File: src/rtl/seg7_pkg.sv
// Shared constants and helpers for the 4-digit multiplexed 7-segment driver.
// All segment/anode values are active-low: a 0 lights the element.
package seg7_pkg;

  // Slot phase encoding (kept as plain constants for legacy tool flows)
  localparam logic [0:0] PH_GUARD   = 1'b0;
  localparam logic [0:0] PH_DISPLAY = 1'b1;

  // Everything dark
  localparam logic [6:0] SEG_BLANK = 7'b1111111;
  localparam logic [3:0] AN_OFF    = 4'b1111;

  // Hex-to-segment table, seg[0]=a .. seg[6]=g, active-low.
  // Concatenation lists entry 15 first, entry 0 last.
  localparam logic [15:0][6:0] SEG_TABLE = {
    7'b0001110,  // F
    7'b0000110,  // E
    7'b0100001,  // d
    7'b1000110,  // C
    7'b0000011,  // b
    7'b0001000,  // A
    7'b0010000,  // 9
    7'b0000000,  // 8
    7'b1111000,  // 7
    7'b0000010,  // 6
    7'b0010010,  // 5
    7'b0011001,  // 4
    7'b0110000,  // 3
    7'b0100100,  // 2
    7'b1111001,  // 1
    7'b1000000   // 0
  };

  // One frame's worth of user inputs, captured together so a frame never tears
  typedef struct packed {
    logic [15:0] digits;
    logic [3:0]  dp_mask;
    logic        blank_lz;
  } snap_t;

  // Nibble of slot idx; slot 0 is the rightmost digit
  function automatic logic [3:0] digit_at(input logic [15:0] d, input logic [1:0] idx);
    logic [3:0] r;
    case (idx)
      2'd0:    r = d[3:0];
      2'd1:    r = d[7:4];
      2'd2:    r = d[11:8];
      default: r = d[15:12];
    endcase
    return r;
  endfunction

  // Single low bit at position idx
  function automatic logic [3:0] an_select(input logic [1:0] idx);
    logic [3:0] r;
    r = AN_OFF;
    r[idx] = 1'b0;
    return r;
  endfunction

  // Leading-zero blank mask: a slot blanks only if it and every slot to its
  // left are zero. Slot 0 always shows, so a value of 0 still reads "0".
  function automatic logic [3:0] lz_mask(input logic [15:0] d, input logic en);
    logic [3:0] m;
    m[3] = en && (d[15:12] == 4'h0);
    m[2] = m[3] && (d[11:8] == 4'h0);
    m[1] = m[2] && (d[7:4] == 4'h0);
    m[0] = 1'b0;
    return m;
  endfunction

endpackage

File: src/rtl/seg7_decode.sv
// Combinational hex digit to active-low 7-segment pattern.
module seg7_decode
  import seg7_pkg::*;
(
  input  logic [3:0] hex,
  output logic [6:0] seg
);

  // Table lookup
  always_comb begin
    seg = SEG_TABLE[hex];
  end

endmodule

File: src/rtl/seg7_scan_driver.sv
// Time-multiplexed 4-digit 7-segment driver. Each slot is a short all-dark
// guard (kills ghosting while anodes switch) followed by the lit period.
// Inputs are snapshotted once per frame, at the start of slot 0.
module seg7_scan_driver
  import seg7_pkg::*;
#(
  parameter int SCAN_DIV  = 131072,
  parameter int BLANK_CYC = 16
) (
  input  logic        clk,
  input  logic        rst,
  input  logic [15:0] digits,
  input  logic [3:0]  dp_mask,
  input  logic        blank_lz,
  output logic [3:0]  an,
  output logic [6:0]  seg,
  output logic        dp,
  output logic        frame_tick
);

  localparam int CW = (SCAN_DIV > 1) ? $clog2(SCAN_DIV) : 1;
  localparam logic [CW-1:0] GUARD_LAST = CW'(BLANK_CYC - 1);
  localparam logic [CW-1:0] DISP_LAST  = CW'(SCAN_DIV - BLANK_CYC - 1);

  generate
    if (BLANK_CYC < 1 || BLANK_CYC >= SCAN_DIV) begin : g_bad_params
      $error("seg7_scan_driver: need 1 <= BLANK_CYC < SCAN_DIV");
    end
  endgenerate

  logic [0:0]    phase_q, phase_d;
  logic [1:0]    idx_q, idx_d;
  logic [CW-1:0] cnt_q, cnt_d;
  snap_t         shadow_q, shadow_d;
  logic          capture;
  logic [3:0]    blank_d;
  logic [3:0]    cur_digit;
  logic [6:0]    dec_seg;

  // Slot sequencing: GUARD -> DISPLAY -> GUARD (next idx)
  always_comb begin
    phase_d = phase_q;
    idx_d   = idx_q;
    cnt_d   = cnt_q + CW'(1);
    capture = 1'b0;
    if (phase_q == PH_GUARD) begin
      if (cnt_q == GUARD_LAST) begin
        phase_d = PH_DISPLAY;
        cnt_d   = '0;
        capture = (idx_q == 2'd0);
      end
    end else begin
      if (cnt_q == DISP_LAST) begin
        phase_d = PH_GUARD;
        cnt_d   = '0;
        idx_d   = idx_q + 2'd1;
      end
    end
  end

  // Next snapshot; the outputs are built from the post-edge view so the
  // capture cycle already shows the fresh values alongside frame_tick
  always_comb begin
    shadow_d = shadow_q;
    if (capture) begin
      shadow_d.digits   = digits;
      shadow_d.dp_mask  = dp_mask;
      shadow_d.blank_lz = blank_lz;
    end
  end

  // Digit selection and leading-zero mask for the slot about to be shown
  always_comb begin
    cur_digit = digit_at(shadow_d.digits, idx_d);
    blank_d   = lz_mask(shadow_d.digits, shadow_d.blank_lz);
  end

  seg7_decode u_decode (
    .hex (cur_digit),
    .seg (dec_seg)
  );

  // Sequencer state and snapshot registers
  always_ff @(posedge clk or negedge rst) begin
    if (!rst) begin
      phase_q  <= PH_GUARD;
      idx_q    <= 2'd0;
      cnt_q    <= '0;
      shadow_q <= '0;
    end else begin
      phase_q  <= phase_d;
      idx_q    <= idx_d;
      cnt_q    <= cnt_d;
      shadow_q <= shadow_d;
    end
  end

  // Registered pad outputs, dark whenever in guard or reset
  always_ff @(posedge clk or negedge rst) begin
    if (!rst) begin
      an         <= AN_OFF;
      seg        <= SEG_BLANK;
      dp         <= 1'b1;
      frame_tick <= 1'b0;
    end else begin
      frame_tick <= capture;
      if (phase_d == PH_DISPLAY) begin
        an  <= an_select(idx_d);
        seg <= blank_d[idx_d] ? SEG_BLANK : dec_seg;
        dp  <= ~shadow_d.dp_mask[idx_d];
      end else begin
        an  <= AN_OFF;
        seg <= SEG_BLANK;
        dp  <= 1'b1;
      end
    end
  end

endmodule

File: config.mk
export PLATFORM = sky130hd
export DESIGN_NAME = seg7_scan_driver
export DESIGN_NICKNAME = d
export VERILOG_FILES = /design/src/rtl/seg7_pkg.sv /design/src/rtl/seg7_decode.sv /design/src/rtl/seg7_scan_driver.sv
export SDC_FILE = /design/constraint.sdc
export NUM_CORES = 1
export LEC_CHECK = 0
export ABC_AREA = 1
export CAP_MARGIN = 10
export CORE_UTILIZATION = 55
export CTS_CLUSTER_DIAMETER = 60
export CTS_CLUSTER_SIZE = 30
export DETAILED_ROUTE_END_ITERATION = 8
export PLACE_DENSITY = 0.79
export RECOVER_POWER = 50
export SLEW_MARGIN = 30
export SYNTH_ARGS = -nofsm -noshare
export SYNTH_HDL_FRONTEND = slang
export SYNTH_HIERARCHICAL = 1
export SYNTH_SLANG_ARGS = --single-unit
File: constraint.sdc
create_clock -name clk -period 4.5 [get_ports clk]
set_input_delay 0.9 -clock clk [delete_from_list [all_inputs] [get_ports clk]]
set_output_delay 0.9 -clock clk [all_outputs]
set_load 0.02 [all_outputs]
# After elaboration in Yosys (flattened, before gate mapping)
# Memories as Yosys holds them, arrays and structs flattened.
# Index checks and enable logic that the tools add are counted.
# op_classes
shift	0
add_sub_neg	2
order_cmp	3
n_eq_ne	4
n_mux	23
n_bitwise	2
div_mod_pow	0
n_mul	0
n_reduce_logical	9
# op_table
op	n
$mux 17	3
$mux 21	1
$mux 7	3
$add 17x1->17 const B	1
$eq 17x17->1 const B	1
$eq 17x4->1 const B	1
$logic_not 4->1	3
$pmux 4 s3	1
$mux 1	9
$lt 4x5->1 const B	1
$bmux 1 s2	2
$logic_and 1x1->1	4
$logic_not 2->1	2
$mux 2	2
$mux 4	1
$not 4->4	1
$lt 2x3->1 const B	1
$add 2x1->2 const B	1
$demux 1 s2	1
$eq 2x1->1 const B	1
$eq 2x2->1 const B	1
$ge 2x1->1 const B	1
$not 1->1	1
# totals
memories	1
output_inout_bits	13
ff_bits	54
ramBits	0
input_bits	23
rom_bits	112
wordCells	54
latchBits	0
# memory_table
memory	words	width	rd	rd_ports_with_merged_regs	wr	line_no	text
(name not given)	16	7	1	0	0	seg7_decode.sv:11	seg = SEG_TABLE[hex];

# Longest topological paths before layout
# Gate-level depths: netlist of run 1.
# depth
depth_word	12
depth_mapped	21
depth_no_buf	21

# Hierarchy
# The synthesis of run 1 kept the hierarchy.
# by_module_without_submodules
mod	cells_each	instances	seq_area_each_um2	area_per_inst_um2
seg7_scan_driver	322	1	1366.3	2675.1
seg7_decode	49	1	0.0	274.0

# Least setup slack after synthesis of run 1
# Ideal clock, no wire load.
# synth_timing
path_kind	register to register
start	register cnt_q[0]
end	register seg[1]
arrival_time_ps	2429
setup_ps	79
stages_incl_launch_ff	19
slack_ps	1992
t_required_ps	4421
period_less_slack_ps	2508
path_buffers	0
cell_sequence	dfrtp_1 > ha_1 > nand2_2 > nor2_8 > nand2_2 > nor2_2 > nand2_2 > o21ai_4 > inv_2 > nand2_1 > inv_1 > nand2_1 > nand4_1 > inv_1 > ha_1 > nand3_1 > nand2_1 > nor2_1 > nand2_1
# synth_via
word_cells_on_any_way	26
cone_classes	eq/ne (4); mux (14); reduce/logical (7); memory (1)
# synth_rtl
item	line_no	text
from (decl)	seg7_scan_driver.sv:33	logic [CW-1:0] cnt_q, cnt_d;
from (signal assigned)	seg7_scan_driver.sv:93	cnt_q <= cnt_d;
$eq 17x17->1 (*)	seg7_scan_driver.sv:53	if (cnt_q == DISP_LAST) begin
$mux 2 (*)	seg7_scan_driver.sv:53	
$mux 2 (*)	seg7_scan_driver.sv:46	if (phase_q == PH_GUARD) begin
via idx_d[1]	seg7_scan_driver.sv:32	logic [1:0] idx_q, idx_d;
$eq 2x2->1 (tied with other cells)	seg7_pkg.sv:44	case (idx)
$pmux 4 s3 (*)	seg7_pkg.sv:44	
via cur_digit[1]	seg7_scan_driver.sv:37	logic [3:0] cur_digit;
$mem_v2 16x7 (*)	--	
$mux 7 (not written as such) (*)	seg7_decode.sv:11	
via dec_seg[1]	seg7_scan_driver.sv:38	logic [6:0] dec_seg;
$mux 7 (*)	seg7_scan_driver.sv:109	seg <= blank_d[idx_d] ? SEG_BLANK : dec_seg;
$mux 7 (*)	seg7_scan_driver.sv:107	if (phase_d == PH_DISPLAY) begin
to (signal assigned)	seg7_scan_driver.sv:109	
to (decl)	seg7_scan_driver.sv:16	output logic [6:0] seg,
# The timed path passes the listed nets; every way through them passes the cells marked *. The select of a mux whose other input is x is not followed.

# Worst setup path after layout of run 1
# layout_timing
start	register cnt_q[0]
end	register seg[3]
# The elaborated chain is that of the path after synthesis.

==> results_dict.tcl, run 1 <==
set metrics [dict create \
    status "finished, violations left" \
    failed_checks "capacitance limit, slew limit" \
    hold_violations 0 \
    via_per_inst 4.92 \
    fin_hold_ws_ns 0.471 \
    worstMarginPinSlew_ns 1.94 \
    cts_tree "yes" \
    synthTopCellsByArea "dfrtp_1 36%, nand2_1 15%, dfstp_2 11%, inv_1 6.4%, nand3_1 4.8%" \
    wl_per_cell_microns 11.6 \
    clock.fmax_ghz 0.305 \
    drt_iter0_drc 205 \
    num_rows 26 \
    die-height_microns 75.2 \
    clockBufferDepth 2 \
    cts-resized-gates 0 \
    cp_cell_sequence "ha_1 -> nand2_2 -> nor2_1 -> nand2_2 -> nor2_2 -> nand2_2 -> o21ai_4 -> inv_2 -> nand2_1 -> inv_1 -> nand2_1 -> nand4_1 -> inv_1 -> ha_1 -> nand2_1 -> nand3_1 -> nand2_1 -> nor2_1 -> nand2_1" \
    yosys.area.top_type "dfrtp_1" \
    grt_pass1_wl_microns 9510 \
    area_growth_pct 16.0 \
    n_antenna_cell 0 \
    worstSetupEndpointType "register" \
    yosys_warnings 6 \
    port_buffers 35 \
    cts_buffers 5 \
    cts-root-buf "clkbuf_8" \
    yosysSeqAreaShare_pct 46.3 \
    dr.pass1.iters 4 \
    grt_antenna_before_repair 0 \
    cts_hold_buf 0 \
    mostFrequentLayoutCells "115 x nand2_1, 50 x inv_1, 42 x dfrtp_1" \
    start_kind "register" \
    crit_fanout 7 \
    skew_ns 0.0148 \
    ys_ff_latch 54 \
    syn_nets 403 \
    crit_top_cell "nand2_1" \
    totalNegativeSetupSlack_ns 0 \
    nets 442 \
    p_per_area_mw_per_mm2 258 \
    cp.required_ns 4.76 \
    wl_microns 5590 \
    insertion_delay_ns 0.32 \
    final_common_cell "nand2_1" \
    route.detailed.drc 0 \
    fin_crit_sh_pct 72.9 \
    fin_crit_ns 3.28 \
    cp_top_family "simple AND/OR/NAND/NOR gates" \
    syn_inst 371 \
    ant_nets 0 \
    peakVddDrop_uv 171 \
    fp.coreArea_sq_mm 0.00514 \
    p_leak_nw 1.72 \
    post_cts.repair.setup_buffers 0 \
    min-delay-path-class "reg2reg" \
    path_clk_slew_ns 0.10 \
    clock-sinks 54 \
    synth_top_area_share_pct 35.6 \
    syn-cell-area_sq_mm 0.00295 \
    worst-path-buf-inv 3 \
    maxSlewViolCount 39 \
    relSlewSlack_pct -29.6 \
    drive_above_1_share_pct 11.4 \
    cts_htree_levels 2 \
    grt-ovfl-total 0 \
    slowest_stage "nor2_1" \
    gp_congestion 0.864 \
    synthDistinctLibCells 31 \
    num_vias 2368 \
    crit_path_max_incr_delay_ns 0.53 \
    die-area_sq_mm 0.00566 \
    setup_viol 0 \
    ios 36 \
    grt_pass1_vias 2159 \
    start_util_pct 57.4 \
    grt_max_degree 39 \
    maxCapViolations 1 \
    crit_arrival_ns 3.53 \
    crit_type "reg2reg" \
    syn_area_per_cell_sq_um 7.95 \
    track_usage_pct 22.5 \
    fp.dieW_microns 75.2 \
    hpwl_microns 4250 \
    rsz0062_at_grt "no" \
]
## cells in the mapped netlist, drive strengths merged
cell    instances
nand4           7
nor2           47
dfstp          12
nand3          29
ha              9
inv            57
xor2            9
buf             4
a221oi          1
nand2         121
nor3b           3
and3            1
o21ai          19
a21oi           2
nor3            7
dfrtp          42
o21a            1
## per-stage QoR
stage,utilization (%),power [mW],setup WS [ns],area (sq um),instances
6_report,66.6,0.884,1.22,3420,481
5_1_grt,66.6,0.926,0.753,3420,481
4_1_cts,67.1,0.898,1.58,3450,481
3_5_place_dp,65.3,0.612,1.61,3350,473
3_3_place_gp,65.3,0.610,1.62,3350,473
2_1_floorplan,-,0.565,1.99,2950,371
## report_power, final
group | switching [mW] | internal (mW) | total (mW)
clock network | 0.170 | 0.113 | 0.282
logic | 0.0518 | 0.0419 | 0.0937
registers | 0.00379 | 0.504 | 0.508
## area by class of cell
class / count / area, sq um
inverter: 57 / 216
timing repair buffer: 36 / 348
clock buffer: 5 / 68.8
fill: 474 / 1720
clock inverter: 3 / 25.0
tap: 70 / 87.6
multi-input combinational: 256 / 1310
sequential: 54 / 1370
## layer usage
layer	vias to the layer above	GRT usage (%)	routed length, microns
met3	12	4.28	185
met1	1091	30.9	2710
met4	0	9.05	103
met2	44	35.1	2590
li1	1221	-	-
met5	-	0	0
## registers in the layout (all words and copies together) (netlist names)
name / count
an: 4
cnt_q: 17
phase_q: 1
seg: 7
dp: 1
shadow_q: 21
frame_tick: 1
idx_q: 2
## worst paths after layout
path / from / end / slack (ns) / cells after the start
max: cnt_q[0] / seg[3] / 1.22 / 19
min: cnt_q[0] / cnt_q[0] / 0.47 / 1
max reg2reg: cnt_q[0] / seg[3] / 1.22 / 19
min reg2reg: cnt_q[0] / cnt_q[0] / 0.47 / 1
max in group asynchronous: rst / shadow_q[14] / 1.56 / 2
min in group asynchronous: rst / cnt_q[8] / 0.65 / 1
## kinds of logic after synthesis
kind of cell | share of synthesized area (%)
buf+inv | 8.53
compound gates | 4.75
flops | 46.3
xor+xnor | 2.67
fa+ha+maj | 3.82
simple gates | 33.9
No activity file was read; power rests on OpenSTA's default activity.
==> inputs of run 2 (changes only) <==
clock period = 3.42 ns   (was 4.5 ns; I/O delays follow)
==> results_dict.tcl, run 2 (same netlist as run 1, synthesis figures left out) <==
set metrics [dict create \
    wl_microns 5570 \
    via_per_inst 4.81 \
    post_cts.repair.setup_buffers 0 \
    ios 36 \
    area_growth_pct 16.5 \
    path_clk_slew_ns 0.09 \
    crit_arrival_ns 3.23 \
    fin_crit_ns 2.97 \
    grt_antenna_before_repair 0 \
    dr.pass1.iters 4 \
    route.detailed.drc 0 \
    placed_area_sq_mm 0.00336 \
    mostFrequentLayoutCells "115 x nand2_1, 50 x inv_1, 42 x dfrtp_1" \
    grt_pass1_vias 2129 \
    setup_viol 0 \
    ant_nets 0 \
    n_antenna_cell 0 \
    crit_top_cell "nand2_1" \
    cp_top_family "simple AND/OR/NAND/NOR gates" \
    start_util_pct 57.4 \
    p_leak_nw 1.76 \
    min_path_cells 1 \
    insertion_delay_ns 0.32 \
    cts_htree_levels 2 \
    status "finished, violations left" \
    port_buffers 35 \
    grt_pass1_wl_microns 9430 \
    num_rows 26 \
    track_usage_pct 22.5 \
    cts_hold_buf 0 \
    fin_crit_sh_pct 87.0 \
    hold_violations 0 \
    fin_area_sq_mm 0.00344 \
    reg2reg_depth 17 \
    final_common_cell "nand2_1" \
    clock-sinks 54 \
    rsz0062_at_grt "no" \
    wl_per_cell_microns 11.6 \
    crit_path_max_incr_delay_ns 0.39 \
    cts_buffers 5 \
    cts_tree "yes" \
    totalNegativeSetupSlack_ns 0 \
    whs_endpoint "cnt_q[0]" \
    largest_reg_flops 21 \
    maxSlewViolCount 51 \
    fp.dieW_microns 75.2 \
    die-height_microns 75.2 \
    clock.fmax_ghz 0.336 \
    drive_above_1_share_pct 11.9 \
    reg2reg_from "cnt_q[0]" \
    regMostFlops "shadow_q" \
    worst-path-buf-inv 3 \
    cp.required_ns 3.67 \
    worstReg2RegEnd "seg[2]" \
    nets 442 \
    fp.coreArea_sq_mm 0.00514 \
    r2r_setup_slack_ns 0.45 \
    worstSetupEndpointType "register" \
    cts-root-buf "clkbuf_8" \
    peakVddDrop_uv 240 \
    die-area_sq_mm 0.00566 \
    clockBufferDepth 2 \
    num_vias 2315 \
    worstMarginPinSlew_ns 2.56 \
    min-delay-path-class "reg2reg" \
    cts-resized-gates 0 \
    cp_cell_sequence "ha_1 -> nand2_2 -> nor2_8 -> nand2_2 -> nor2_2 -> nand2_2 -> o21ai_4 -> inv_2 -> nand2_1 -> inv_1 -> nand2_1 -> nand4_1 -> inv_1 -> nand2_1 -> o21ai_0 -> nor2_1 -> nand2_1" \
    failed_checks "capacitance limit, slew limit" \
    start_kind "register" \
    hp-start "cnt_q[0]" \
    grt_max_degree 51 \
    slowest_stage "dfrtp_1" \
    maxCapViolations 1 \
    gp_congestion 0.824 \
    p_per_area_mw_per_mm2 334 \
    skew_ns 0.0180 \
    pre_cts_ws_ns 0.492 \
    largest_registers "shadow_q: 21 flops, cnt_q: 17 flops, seg: 7 flops" \
    drt_iter0_drc 167 \
    grt-ovfl-total 0 \
    crit_type "reg2reg" \
    relSlewSlack_pct -70.7 \
    crit_fanout 12 \
    setup_ws_ns 0.445 \
    hpwl_microns 4250 \
]
## run 2: report_power, final
| part | switching (mW) | internal [mW] | leakage [nW] | total, mW |
|---|---|---|---|---|
| registers | 0.00514 | 0.664 | 0.649 | 0.669 |
| logic | 0.0678 | 0.0552 | 1.06 | 0.123 |
| clock network | 0.208 | 0.146 | 0.0456 | 0.355 |
## run 2: routing by layer
metal | track usage [%] | share of wire, % | up-vias
met5 | 0 | 0 | -
met1 | 29.7 | 48 | 1028
li1 | - | - | 1226
met2 | 36.9 | 47 | 52
met3 | 4.28 | 3.3 | 9
met4 | 8.64 | 1.6 | 0
## run 2: area by class of cell
cell class	instances	area [sq um]
clock buffer	6	72.6
sequential	54	1370
inverter	57	216
clock inverter	2	13.8
multi-input combinational	256	1330
tap	70	87.6
fill	474	1700
timing repair buffer	36	348
## run 2: worst max path at each step
stage / startpoint / endpoint / cells past startpoint
after floorplan: cnt_q[0] / seg[1] / 18
after global placement: cnt_q[0] / seg[1] / 18
after detailed placement: cnt_q[0] / seg[3] / 19
after CTS: cnt_q[0] / seg[3] / 19
after global routing: cnt_q[0] / seg[2] / 17
final: cnt_q[0] / seg[2] / 17
## run 2: metrics by stage
stage / util [%] / hold slack [ns] / total power, mW / cells
after floorplan: - / 0.388 / 0.743 / 371
after detailed placement: 65.3 / 0.465 / 0.806 / 473
after global placement: 65.3 / 0.436 / 0.803 / 473
after CTS: 67.0 / 0.401 / 1.16 / 481
after global routing: 66.8 / 0.506 / 1.20 / 481
final: 66.8 / 0.483 / 1.15 / 481
## run 2: worst reg2reg max path: stages (launching register included)
cell,delay (ns)
dfrtp_1,0.39
ha_1,0.22
nand2_2,0.10
nor2_8,0.17
nand2_2,0.07
nor2_2,0.13
nand2_2,0.12
o21ai_4,0.22
inv_2,0.09
nand2_1,0.12
inv_1,0.12
nand2_1,0.08
nand4_1,0.38
inv_1,0.29
nand2_1,0.09
o21ai_0,0.18
nor2_1,0.08
nand2_1,0.07
